<file path="src/rtl/hex_scroll_display.sv">
// hex_scroll_display
//   Multi-digit active-low seven-segment driver. Holds a MSG_DIGITS-nibble
//   message loaded over a valid/ready port and shows a NUM_DIGITS window of
//   it, either static (offset 0) or rotating one digit per TICK_DIV enabled
//   clocks.
//
//   Ports:
//     clock, resetn        clock, synchronous active-low reset
//     load_valid/ready     message load handshake (transfer = valid & ready)
//     load_data            message, nibble j at [4j+3:4j]
//     mode                 0 static, 1 scroll (captured on a transfer)
//     enable               scroll run/pause
//     HEX                  digit i at [7i+6:7i], active-low, bit0 = seg a
//
//   Optional feature: define HEX_LEADING_BLANK_EN to blank leading zero
//   digits while the display is static.

module hex_seg_lane (
  input  logic [3:0] nib,
  output logic [6:0] seg
);
  always_comb begin
    case (nib)
      4'h0: seg = 7'h40;  4'h1: seg = 7'h79;  4'h2: seg = 7'h24;  4'h3: seg = 7'h30;
      4'h4: seg = 7'h19;  4'h5: seg = 7'h12;  4'h6: seg = 7'h02;  4'h7: seg = 7'h78;
      4'h8: seg = 7'h00;  4'h9: seg = 7'h10;  4'hA: seg = 7'h08;  4'hB: seg = 7'h03;
      4'hC: seg = 7'h46;  4'hD: seg = 7'h21;  4'hE: seg = 7'h06;  default: seg = 7'h0E;
    endcase
  end
endmodule

module hex_scroll_display #(
  parameter int MSG_DIGITS = 8,
  parameter int NUM_DIGITS = 6,
  parameter int TICK_DIV   = 50000000
) (
  input  logic                    clock,
  input  logic                    resetn,
  input  logic                    load_valid,
  output logic                    load_ready,
  input  logic [4*MSG_DIGITS-1:0] load_data,
  input  logic                    mode,
  input  logic                    enable,
  output logic [7*NUM_DIGITS-1:0] HEX
);
  localparam int OW = (MSG_DIGITS > 1) ? $clog2(MSG_DIGITS) : 1;
  localparam int DW = $clog2(TICK_DIV);
`ifdef HEX_LEADING_BLANK_EN
  localparam bit LB = 1'b1;
`else
  localparam bit LB = 1'b0;
`endif

  typedef enum logic [1:0] {IDLE, LOAD, SHOW, SCROLL} state_t;

  state_t                           state;
  logic [MSG_DIGITS-1:0][3:0]       msg;
  logic                             mode_q;
  logic [OW-1:0]                    offset;
  logic [DW-1:0]                    div;
  logic [NUM_DIGITS-1:0][3:0]       win;
  logic [NUM_DIGITS-1:0][6:0]       seg_c, seg_d, hex_q;
  logic [NUM_DIGITS-1:0]            lead;
  logic                             xfer;

  // Ready depends only on state and reset, never on load_valid.
  assign load_ready = resetn & (state != LOAD);
  assign xfer       = load_valid & load_ready;
  assign HEX        = hex_q;

  // Window select: digit i <- nibble (offset + i) mod MSG_DIGITS. The sum is
  // below 2*MSG_DIGITS, so a single conditional subtract wraps it.
  always_comb begin
    logic [OW:0] s;
    win = '0;
    for (int i = 0; i < NUM_DIGITS; i++) begin
      s = {1'b0, offset} + (OW+1)'(i);
      if (s >= (OW+1)'(MSG_DIGITS)) s = s - (OW+1)'(MSG_DIGITS);
      win[i] = msg[s[OW-1:0]];
    end
  end

  for (genvar g = 0; g < NUM_DIGITS; g++) begin : g_lane
    hex_seg_lane u_lane (.nib(win[g]), .seg(seg_c[g]));
  end

  // lead[i]: digit i and every digit above it are zero; digit 0 never blanks.
  always_comb begin
    logic z;
    z    = 1'b1;
    lead = '0;
    for (int i = NUM_DIGITS-1; i >= 0; i--) begin
      z       = z & (win[i] == 4'h0);
      lead[i] = z & (i != 0);
    end
  end

  always_comb begin
    seg_d = seg_c;
    for (int i = 0; i < NUM_DIGITS; i++)
      if (LB && state == SHOW && lead[i]) seg_d[i] = 7'h7F;
  end

  always_ff @(posedge clock) begin
    if (!resetn) begin
      state  <= IDLE;
      msg    <= '0;
      mode_q <= 1'b0;
      offset <= '0;
      div    <= '0;
      hex_q  <= '1;
    end else begin
      // A transfer takes priority over a tick in the same cycle.
      if (xfer) begin
        msg    <= load_data;
        mode_q <= mode;
        offset <= '0;
        div    <= '0;
        state  <= LOAD;
      end else begin
        case (state)
          LOAD:   state <= mode_q ? SCROLL : SHOW;
          SCROLL: if (enable) begin
            if (div == DW'(TICK_DIV-1)) begin
              div    <= '0;
              offset <= (offset == OW'(MSG_DIGITS-1)) ? '0 : offset + OW'(1);
            end else begin
              div <= div + DW'(1);
            end
          end
          default: ;
        endcase
      end
      // Display follows the current state one edge later; LOAD holds the old
      // picture so the new window appears two edges after the transfer.
      case (state)
        IDLE:    hex_q <= '1;
        LOAD:    hex_q <= hex_q;
        default: hex_q <= seg_d;
      endcase
    end
  end
endmodule

</file>
<file path="config.mk">
export PLATFORM = sky130hd
export DESIGN_NAME = hex_scroll_display
export DESIGN_NICKNAME = d
export VERILOG_FILES = /design/src/rtl/hex_scroll_display.sv
export SDC_FILE = /design/constraint.sdc
export NUM_CORES = 1
export LEC_CHECK = 0
export ABC_AREA = 0
export BUFFER_PORTS_ARGS = -buffer_cell sky130_fd_sc_hd__buf_2
export CORE_MARGIN = 3
export CORE_UTILIZATION = 54
export DETAILED_ROUTE_END_ITERATION = 10
export PLACE_DENSITY = 0.78
export RECOVER_POWER = 50
export SLEW_MARGIN = 20
export SYNTH_ARGS = -nofsm -noshare
export SYNTH_HDL_FRONTEND = slang
export SYNTH_SLANG_ARGS = --single-unit
</file>
<file path="constraint.sdc">
create_clock -name clock -period 2.95 [get_ports clock]
set_input_delay 0.59 -clock clock [delete_from_list [all_inputs] [get_ports clock]]
set_output_delay 0.59 -clock clock [all_outputs]
set_load 0.05 [all_outputs]
</file>
# Yosys cells after proc, flatten, opt, wreduce, memory -nomap -nowiden
# Memories as Yosys holds them, arrays and structs flattened.
# Cells that the tools add are included.
[totals] regBits=106 mem_bits_ro=672 out_inout_bits=43 elab_cells=87 memories=6
[memory_table] memory="(name not given)" depth=16 width=7 rd=1 rd_clocked_by_memory_dff=0 wr=0 line="23" source="case (nib)"
[memory_table] memory="(name not given)" depth=16 width=7 rd=1 rd_clocked_by_memory_dff=0 wr=0 line="23"
[memory_table] memory="(name not given)" depth=16 width=7 rd=1 rd_clocked_by_memory_dff=0 wr=0 line="23"
[memory_table] memory="(name not given)" depth=16 width=7 rd=1 rd_clocked_by_memory_dff=0 wr=0 line="23"
[memory_table] memory="(name not given)" depth=16 width=7 rd=1 rd_clocked_by_memory_dff=0 wr=0 line="23"
[memory_table] memory="(name not given)" depth=16 width=7 rd=1 rd_clocked_by_memory_dff=0 wr=0 line="23"
[classes] addsub=13 order_cmp=12 n_eq_ne=5 muxes=24 n_bitwise=3 reduce_logical=5
[ops] cell="$pmux 42 s2" count=1
[ops] cell="$bmux 4 s3" count=6
[ops] cell="$add 26x1->26 const B" count=1
[ops] cell="$eq 26x26->1 const B" count=1
[ops] cell="$mux 26" count=1
[ops] cell="$lt 3x4->1 const B" count=6
[ops] cell="$mux 4" count=6
[ops] cell="$mux 3" count=7
[ops] cell="$ge 4x4->1 const B" count=5
[ops] cell="$sub 3x1->3 const B" count=6
[ops] cell="$add 3x2->4 const B" count=2
[ops] cell="$add 3x3->4 const B" count=2
[ops] cell="$add 3x1->4 const B" count=1
[ops] cell="$ge 3x4->1 const B" count=1
[ops] cell="$add 3x1->3 const B" count=1
[ops] cell="$eq 3x3->1 const B" count=1
[ops] cell="$mux 1" count=3
[ops] cell="$reduce_and 3->1" count=1
[ops] cell="$and 1x1->1" count=2
[ops] cell="$eq 2x1->1 const B" count=1
[ops] cell="$eq 2x2->1 const B" count=1
[ops] cell="$logic_not 2->1" count=1
[ops] cell="$ne 2x1->1 const B" count=1
[ops] cell="$reduce_and 2->1" count=1
[ops] cell="3 further kinds" count=3

# Longest topological paths before layout
# Gate-level depths: netlist of run 1.
# An unclocked memory read counts as a cell.
[logic_depth] ltp_word=7 ltp_mapped=15

# By module
# A second synthesis of run 1 with hierarchy kept.
[hier_totals] hier_cells=751 area_unflattened_um2=6822.8
[by_module_without_submodules] module="hex_scroll_display" instances=1 cells_each=558 area_each_um2=5172.5 seq_area_each_um2=2122.0
[by_module_without_submodules] module="hex_seg_lane at g_lane[1].u_lane ..." instances=5 cells_each=32 area_each_um2=275.3 seq_area_each_um2=0.0
[by_module_without_submodules] module="hex_seg_lane at g_lane[0].u_lane" instances=1 cells_each=33 area_each_um2=274.0 seq_area_each_um2=0.0

# Worst setup path before layout of run 1
# No wires, ideal clock.
[synth_path] path_kind="reg2reg" startpoint="register offset[1]" endpoint="register hex_q (netlist bit HEX[11])" setup_time_ns=0.117 t_arrival_ns=3.090 setup_slack_ns=-0.257 path_stages_with_launch=14 synth_period_minus_slack_ns=3.207 cell_sequence="dfxtp_1 -> buf_6 -> buf_12 -> buf_6 -> inv_1 -> ha_1 -> buf_2 -> mux4_2 -> mux2i_1 -> inv_1 -> ha_1 -> mux2_2 -> o2bb2ai_1 -> o22a_1"
[synth_via] elab_chain_cells=7 word_cells_on_any_way=8
[synth_lines] element="start, declared" line="59" source="logic [OW-1:0] offset;"
[synth_lines] element="start signal, assigned" line="126" source="offset <= (offset == OW'(MSG_DIGITS-1)) ? '0 : offset + OW'(1);"
[synth_lines] element="$add 3x1->4 *" line="77" source="s = {1'b0, offset} + (OW+1)'(i);"
[synth_lines] element="$ge 4x4->1 / $sub 3x1->3 (equally long branches)" line="78" source="if (s >= (OW+1)'(MSG_DIGITS)) s = s - (OW+1)'(MSG_DIGITS);"
[synth_lines] element="$mux 3 *" line="78"
[synth_lines] element="$bmux 4 s3 *" line="79" source="win[i] = msg[s[OW-1:0]];"
[synth_lines] element="$mux 4 (implied by the code) *" line="79"
[synth_lines] element="$mem_v2 16x7 *"
[synth_lines] element="$pmux 42 s2 *" line="136" source="case (state)"
[synth_lines] element="end signal, assigned" line="138" source="LOAD: hex_q <= hex_q;"
[synth_lines] element="end signal, assigned" line="139" source="default: hex_q <= seg_d;"
[synth_lines] element="end, declared" line="62" source="logic [NUM_DIGITS-1:0][6:0] seg_c, seg_d, hex_q;"
# Mark *: on every way between the ends. The rest lies on a longest branch, timed or not. The select of a mux whose other input is x is not followed.
# A chain may end at the register's enable or synchronous reset.

# Worst setup path in the final report of run 1
[layout_path] startpoint="register offset[0]" endpoint="register hex_q (netlist bit HEX[41])"
[layout_via] elab_chain_cells=7 word_cells_on_any_way=8
[layout_lines] element="$add 3x3->4 *" line="77"
[layout_lines] element="$ge 4x4->1 / $sub 3x1->3 (equally long branches)" line="78"
[layout_lines] element="$mux 3 *" line="78"
[layout_lines] element="$bmux 4 s3 *" line="79"
[layout_lines] element="$mux 4 (implied by the code) *" line="79"
[layout_lines] element="$mem_v2 16x7 *"
[layout_lines] element="$pmux 42 s2 *" line="136"
# Marked as above.

==> metrics, run 1 <==
hold path start=load_data[24]; mapped cell area=between 6000 and 7000 um^2; DRC Markers=0; R2R Path Start=offset[0]; Crit Path Category=reg -> reg; clock sinks=about 110; Area Overhead vs Synth=12.26%; setup TNS=0 ns; reg-to-reg setup timing slack=0.16 ns; Synth area leaders=dfxtp_1, mux4_2, ha_1, mux2i_1, nand2_1; # rows=40; Iteration-0 DRC Markers=around 420; min Tclk post-route=about 2.8 ns; initial core utilization=0.5573; CP peak stage delay=around 0.53 ns; Worst Hold Endpoint=msg[24]; Worst Setup End Kind=register; pin count of the biggest net entering global routing=67; initial antenna violation count=0; vias in the first global route=5476; Mapped Avg Cell Area=9.259 um^2; GRT overflow=0; CTS Buf Count=9; run status=complete, no violations; Slew Viols, Final=0; drt first pass iters=5; total of max-cap violations=0; VDD IR max=about 310 uV; CTS tree=done; Die H=about 120 um; most area-hungry cell type in the Yosys netlist=dfxtp_1; CTS root buffer=clkbuf_16; Nets=878; RSZ-0062 raised after global routing=false; most frequent cells in the layout=dfxtp_1, nand2_1, nor2_1, mux2i_1; Unique masters post-synth=61; clock tree buffer depth=2; Startpoint Class=register; Synth top area share=0.3131; commonest non-fill, non-tap cell in the layout=dfxtp_1; share of flip-flops with an asynchronous set or reset=0; Cell Count, Final, Fillers Out=between 900 and 1000; first-pass GRT wire length=around 27000 um; Detail Placement HPWL=11580 um; Post-CTS Setup Bufs=0; critical register-to-register path endpoint=HEX[41]; Synth Net Count=810; Fin. Hold Viols=0; Routed Antenna Nets=0; WL/cell=~16 um; relative slew slack=0.3334; Top Family by Delay on Critical Path=multiplexers; Gate Count Post-Synth=about 730; Seq/Total Area, Yosys=0.3131; clk_lat worst skew=about 0.36 ns; FMAX=358.2 MHz; WHS Path Cells=3; Seq cells post-synth=106; CTS clk-pin slew, worst paths=roughly 0.070 ns; Ys Warns=0; H-tree depth=3; number of cells on the critical path=8; P per Cell Area=462.9 nW/um^2; die width=118.0 um; port bufs=79; via count=around 5700; worst-path maximum fanout=10; Cell Chain, Critical Path=ha_1, ha_1, buf_4, mux4_2, mux2i_4, mux2i_1, o221ai_1, o21a_1; Critical Path AT=approximately 3 ns; Core ar.=approximately 12000 um^2; Routed WL=16000 um; CP max-delay cell=mux4_2; P_leak=2.848 nW; Top-Level Pins=80; final worst path period share=0.9464; Final Skew=0.005741 ns; Vias/cell=about 5.9; DP Cell Count=approximately 960; die area=around 14000 um^2; required time of the critical path=roughly 3.2 ns; top_reg_cell synth=dfxtp_1; GRT Total Usage=0.2340; share of layout cells above drive strength 1=0.1741; Critical path buffers and inverters=1; R2R cell count=8; antenna diode count=0; gpl congestion=roughly 0.90; number of synthesized flops with an enable pin=0; worst min path class=in -> reg; Worst-Margin Slew=about 1 ns; Setup violations, final=0; cell mode on critical path=ha_1
[synthesized netlist by cell type, types with 14 or more instances]
cell type and n:
a21oi_1 19, buf_2 14, clkbuf_1 26, dfxtp_1 106, ha_1 41, inv_1 26, mux2_2 15, mux2i_1 48
mux4_2 32, nand2_1 97, nor2_1 73, nor3_1 27, o21ai_0 43, xnor2_1 24
[flip-flops by register name, summed over array words and instances, names as in the netlist]
signal and cells:
div 26, mode_q 1, HEX 42, state 2, offset 3, msg 32
[worst max path at each step]
stage	from	end	slack (ns)
global placement	offset[0]	HEX[31]	0.14
detailed placement	offset[0]	HEX[31]	0.07
floorplan	offset[1]	HEX[11]	0.02
global route	offset[0]	HEX[40]	0.03
CTS	offset[0]	HEX[31]	0.06
finish	offset[0]	HEX[41]	0.16
[cell type report]
| cell class | count | area, um^2 |
|---|---|---|
| Fill cell | 1025 | 4553 |
| Multi-Input combinational cell | 550 | 4324 |
| Tap cell | 168 | 210.2 |
| Sequential cell | 106 | 2126 |
| Clock buffer | 9 | 225.2 |
| Clock inverter | 6 | 66.31 |
| Timing Repair Buffer | 106 | 550.5 |
| Inverter | 27 | 106.4 |
[routing by layer]
layer | share of wire | wire length, um | GRT usage
met1 | 0.47 | 7559 | 0.3164
met2 | 0.45 | 7276 | 0.3694
met3 | 0.053 | 847 | 0.05238
met4 | 0.020 | 318 | 0.08498
met5 | 0 | 0 | 0
[where the power goes]
part / leakage (nW) / total, mW / internal [mW] / switching, mW
clock: 0.146 / 1.20 / 0.657 / 0.545
sequential: 0.867 / 1.60 / 1.51 / 0.0943
combinational: 1.84 / 0.715 / 0.260 / 0.455
total: 2.85 / 3.52 / 2.43 / 1.09
[repair_timing]
item,CTS,global route
hold endpoints to repair,0,0
hold buffers,0,0
resized for setup,0,7
setup endpoints to repair,0,15
[stage by stage]
stage | total power [mW] | util | worst slack (ns) | area, um^2 | hold WS (ns)
floorplan | 2.153 | - | 0.02399 | 6813 | 0.4364
global placement | 2.323 | 0.6042 | 0.1432 | 7348 | 0.4434
detailed placement | 2.353 | 0.6042 | 0.07237 | 7348 | 0.4477
CTS | 3.552 | 0.6282 | 0.05667 | 7640 | 0.4119
global route | 3.684 | 0.6256 | 0.02550 | 7609 | 0.4167
finish | 3.522 | 0.6256 | 0.1581 | 7609 | 0.4223
[cell families after synthesis]
| family | count (synthesis) | synth area share |
|---|---|---|
| simple gates | 252 | 0.1667 |
| mux | 104 | 0.2330 |
| buf+inv | 76 | 0.05446 |
| flops | 106 | 0.3131 |
| xor+xnor | 29 | 0.03747 |
| compound gates | 124 | 0.1196 |
| fa+ha+maj | 41 | 0.07569 |
[worst min-delay path: cells and delay by family]
| kind | cells | cell delay, ns |
|---|---|---|
| AO/OA/AOI/OAI | 1 | 0.05 |
| AND/OR/NAND/NOR | 1 | 0.03 |
| buffers and inverters | 1 | 0.07 |
(Power assumes the default switching activity.)
==> run 2: changes to the inputs <==
--- a/config.mk
+++ b/config.mk
@@ -10,7 +10,7 @@
 export CORE_MARGIN = 3
 export CORE_UTILIZATION = 54
 export DETAILED_ROUTE_END_ITERATION = 10
-export PLACE_DENSITY = 0.78
+export PLACE_DENSITY = 0.79
 export RECOVER_POWER = 50
 export SLEW_MARGIN = 20
 export SYNTH_ARGS = -nofsm -noshare
==> run 2 against run 1 <==
Critical endpoint is now HEX[11]; core utilization increased by 0.61 points; cell area increased by 0.97%; flip-flop and latch count unchanged; non-clock buffer count increased by 2; clock skew increased by 0.0036 ns; cell count increased by 0.31%; critical path depth increased by 1; highest routed layer unchanged; clock power increased by 17%.
==> metrics, run 2 (same netlist as run 1, synthesis figures left out) <==
Worst-Margin Slew=1.011 ns; pin count of the biggest net entering global routing=between 60 and 70; Critical Path AT=about 3.0 ns; initial core utilization=0.5573; total of max-cap violations=0; FMAX=360.7 MHz; CTS Buf Count=9; Worst Setup End Kind=register; Top-Level Pins=80; relative slew slack=0.3261; Post-CTS Setup Bufs=0; worst min path class=in -> reg; # rows=40; Routed Antenna Nets=0; most frequent cells in the layout=dfxtp_1, nand2_1, nor2_1, mux2i_1, clkbuf_1; P_leak=2.891 nW; commonest non-fill, non-tap cell in the layout=dfxtp_1; Core ar.=roughly 12000 um^2; hold path start=load_data[12]; Area Overhead vs Synth=13.35%; Startpoint Class=register; clk_lat worst skew=approximately 0.36 ns; WL/cell=about 16 um; vias in the first global route=about 5500; Final Skew=around 0.0093 ns; VDD IR max=approximately 270 uV; initial antenna violation count=0; Vias/cell=about 5.8; R2R Path Start=offset[0]; DRC Markers=0; first-pass GRT wire length=about 27000 um; Die H=118.0 um; drt first pass iters=4; setup TNS=0 ns; Slew Viols, Final=0; Nets=880; via count=5690; Detail Placement HPWL=between 10000 and 15000 um; max reg flops=42; RSZ-0062 raised after global routing=false; GRT Total Usage=0.2308; design area=slightly below 8000 um^2; placed inst area=~7400 um^2; die width=approximately 120 um; CTS clk-pin slew, worst paths=0.07 ns; pre-CTS worst setup slack=about 0.16 ns; clock tree buffer depth=2; CTS tree=done; Setup violations, final=0; die area=13930 um^2; gpl congestion=slightly above 0.9; port bufs=~80; Iteration-0 DRC Markers=512; Fin. Hold Viols=0; Final WS setup=between 0.15 and 0.2 ns; Crit Path Category=reg -> reg; H-tree depth=3; CTS root buffer=clkbuf_16; run status=complete, no violations; GRT overflow=0; CP startpoint=offset[0]; Routed WL=16040 um; min Tclk post-route=~2.8 ns; P per Cell Area=approximately 480 nW/um^2; worst-path maximum fanout=8; antenna diode count=0; clock sinks=approximately 110; final worst path period share=0.9398; share of layout cells above drive strength 1=0.1747; required time of the critical path=between 3 and 4 ns
==> run 2: cell types whose count changed in the layout (fill, tap and decap cells not counted), moves of 2 or more <==
| cell | delta |
|---|---|
| buf_12 | +2 |
| buf_4 | +2 |
| bufinv_16 | +2 |
| clkinv_2 | -2 |
==> run 2: critical path: stages, from the launching register on <==
cell	delay (ns)
dfxtp_2	0.36
ha_1	0.23
ha_1	0.51
mux4_2	0.39
mux2i_4	0.27
inv_1	0.13
ha_2	0.22
mux2_2	0.26
o2bb2ai_1	0.12
o22a_1	0.17
==> run 2: power breakdown <==
part | switching [mW] | total, mW | internal, mW | leakage (nW)
logic | 0.457 | 0.720 | 0.262 | 1.85
registers | 0.0913 | 1.60 | 1.51 | 0.867
clock network | 0.539 | 1.40 | 0.859 | 0.171
==> run 2: timing repair <==
item / in CTS / in global routing
hold buffers: 0 / 0
resized for setup: 0 / 1
endpoints found under the setup margin: 0 / 4
==> run 2: metrics by stage <==
stage | hold WS [ns] | power, mW | util | std cells
after floorplan | 0.4364 | 2.153 | - | 732
after detailed placement | 0.4484 | 2.358 | 0.6075 | 959
final | 0.4263 | 3.721 | 0.6317 | 975
after global routing | 0.4359 | 3.881 | 0.6317 | 975
after CTS | 0.4209 | 3.750 | 0.6363 | 975
after global placement | 0.4463 | 2.329 | 0.6075 | 959
==> run 2: routing by layer <==
metal,up-vias,GRT usage,part of all wire
met3,26,0.05718,0.058
met2,155,0.3701,0.46
met1,2736,0.3097,0.46
met5,-,0,0
met4,0,0.06960,0.017
li1,2773,-,-
==> run 2: final timing paths <==
kind / endpoint / cells after the start / slack (ns)
max: HEX[11] / 9 / 0.18
min: msg[12] / 3 / 0.43
max reg2reg: HEX[11] / 9 / 0.18
min reg2reg: HEX[13] / 1 / 0.47
==> run 2: area by class of cell <==
type	instances	area (um^2)
Sequential cell	106	2123
Tap cell	168	210.2
Fill cell	1006	4479
Multi-Input combinational cell	550	4313
Timing Repair Buffer	108	579.3
Clock inverter	5	107.6
Clock buffer	11	242.7
Inverter	27	106.4
==> run 3: changes to the inputs <==
--- a/config.mk
+++ b/config.mk
@@ -11,7 +11,7 @@
 export CORE_UTILIZATION = 54
 export DETAILED_ROUTE_END_ITERATION = 10
 export PLACE_DENSITY = 0.79
-export RECOVER_POWER = 50
+export RECOVER_POWER = 100
 export SLEW_MARGIN = 20
 export SYNTH_ARGS = -nofsm -noshare
 export SYNTH_HDL_FRONTEND = slang
==> run 3 against run 2 <==
Critical path depth unchanged; clock skew increased by 0.00062 ns; clock power about the same; first-iteration DRC count increased by 0.98%; power decreased by 0.12%; via count increased by 0.65%; register-to-register slack about the same; wire length decreased by 0.12%; die area unchanged.
==> metrics, run 3 (same netlist as run 1, synthesis figures left out) <==
placed inst area=7388 um^2; Slew Viols, Final=0; pre-CTS worst setup slack=around 0.16 ns; CTS root buffer=clkbuf_16; PostCTS Resize Cnt=0; clock tree buffer depth=2; die width=roughly 120 um; R2R Path Start=offset[0]; Post-CTS Hold Buffers=0; Crit Path Category=reg -> reg; RSZ-0062 raised after global routing=false; die area=13930 um^2; Nets=approximately 900; final worst path period share=0.9410; Core ar.=12160 um^2; VDD IR max=approximately 270 uV; P per Cell Area=484.6 nW/um^2; Startpoint Class=register; port bufs=79; commonest non-fill, non-tap cell in the layout=dfxtp_1; CTS tree=done; total of max-cap violations=0; met3 Usage GRT=0.05718; Final Skew=approximately 0.010 ns; # rows=40; max reg flops=between 40 and 50; antenna diode count=0; drt first pass iters=5; Top-Level Pins=80; Detail Placement HPWL=around 12000 um; relative slew slack=0.3335; initial core utilization=0.5573; Setup violations, final=0; worst-path maximum fanout=8; met1 GRT Util=0.3097; WL/cell=16.43 um; Multi-input gate area=4308 um^2; initial antenna violation count=0; hold path start=load_data[12]; GRT Total Usage=0.2308; DRC Markers=0; Final WS setup=0.1740 ns; via count=~5700; Routed Antenna Nets=0; clk_lat worst skew=0.36 ns; Fin. Hold Viols=0; P_leak=roughly 2.9 nW; Top Usage Layer GRT=met2; required time of the critical path=3.20 ns; Vias/cell=slightly below 6; share of layout cells above drive strength 1=0.1673; cell mode on critical path=ha_1; pin count of the biggest net entering global routing=67; most frequent cells in the layout=dfxtp_1, nand2_1, nor2_1, clkbuf_1, mux2i_1; Post-CTS Setup Bufs=0; Cell Chain, Critical Path=ha_1, ha_1, mux4_2, mux2i_4, inv_1, ha_2, mux2_2, o2bb2ai_1, o22a_1; GRT overflow=0; fill cell count=around 1000; worst min path class=in -> reg; FMAX=around 360 MHz; Routed WL=about 16000 um; design area=between 7000 and 8000 um^2; Final Core Density=0.6306; setup TNS=0 ns; CTS clk-pin slew, worst paths=~0.07 ns; clock sinks=106; gpl congestion=between 0.9 and 1; run status=complete, no violations; CTS Buf Count=9; CP startpoint=offset[0]; DP Cell Count=959; Iteration-0 DRC Markers=517; CP peak stage delay=slightly above 0.5 ns; vias in the first global route=~5500; CP max-delay cell=ha_1; min Tclk post-route=2.776 ns; Cell Count, Final, Fillers Out=~1000; met2 track demand over resource=0.3701; first-pass GRT wire length=~27000 um; H-tree depth=3; Critical Path AT=approximately 3.0 ns; Area Overhead vs Synth=13.14%; Sequential Area=about 2100 um^2; Die H=about 120 um; Worst-Margin Slew=~1 ns; Worst Setup End Kind=register
run 3: cell types whose count changed in the layout (fill, tap and decap cells not counted), sizes merged:
cell and delta:
buf -3, clkbuf +3
run 3: critical path, delay by kind of cell, from the launching register on:
kind | cells | cell delay [ns]
compound gates | 2 | 0.29
fa+ha+maj | 3 | 0.96
buf+inv | 1 | 0.13
flops | 1 | 0.36
mux | 3 | 0.92
run 3: report_power, final:
part           switching [mW]  internal, mW  leakage, nW
registers              0.0909          1.51        0.867
clock network           0.538         0.859        0.171
logic                   0.457         0.260         1.84
run 3: final timing paths:
check	depth (start not counted)	endpoint	slack (ns)
worst max-delay path	9	HEX[11]	0.17
worst min-delay path	3	msg[12]	0.43
worst max register to register	9	HEX[11]	0.17
worst min register to register	1	HEX[13]	0.47
run 3: through the flow:
| step | hold slack, ns | total power [mW] |
|---|---|---|
| after floorplan | 0.4364 | 2.153 |
| after global placement | 0.4463 | 2.329 |
| after detailed placement | 0.4484 | 2.358 |
| after CTS | 0.4209 | 3.750 |
| after global routing | 0.4359 | 3.878 |
| final | 0.4273 | 3.716 |
run 3: per-layer routing:
layer | routed length (um) | vias to the layer above
met5 | 0 | -
met3 | 1019 | 22
met2 | 7430 | 183
li1 | - | 2771
met1 | 7314 | 2751
met4 | 256 | 0
run 3: final cells by class:
type,count,area share
clock buffer,11,0.03165
clock inverter,5,0.01403
inverter,27,0.01387
multi-input combinational,550,0.5618
sequential,106,0.2769
tap,168,0.02741
timing repair buffer,108,0.07440
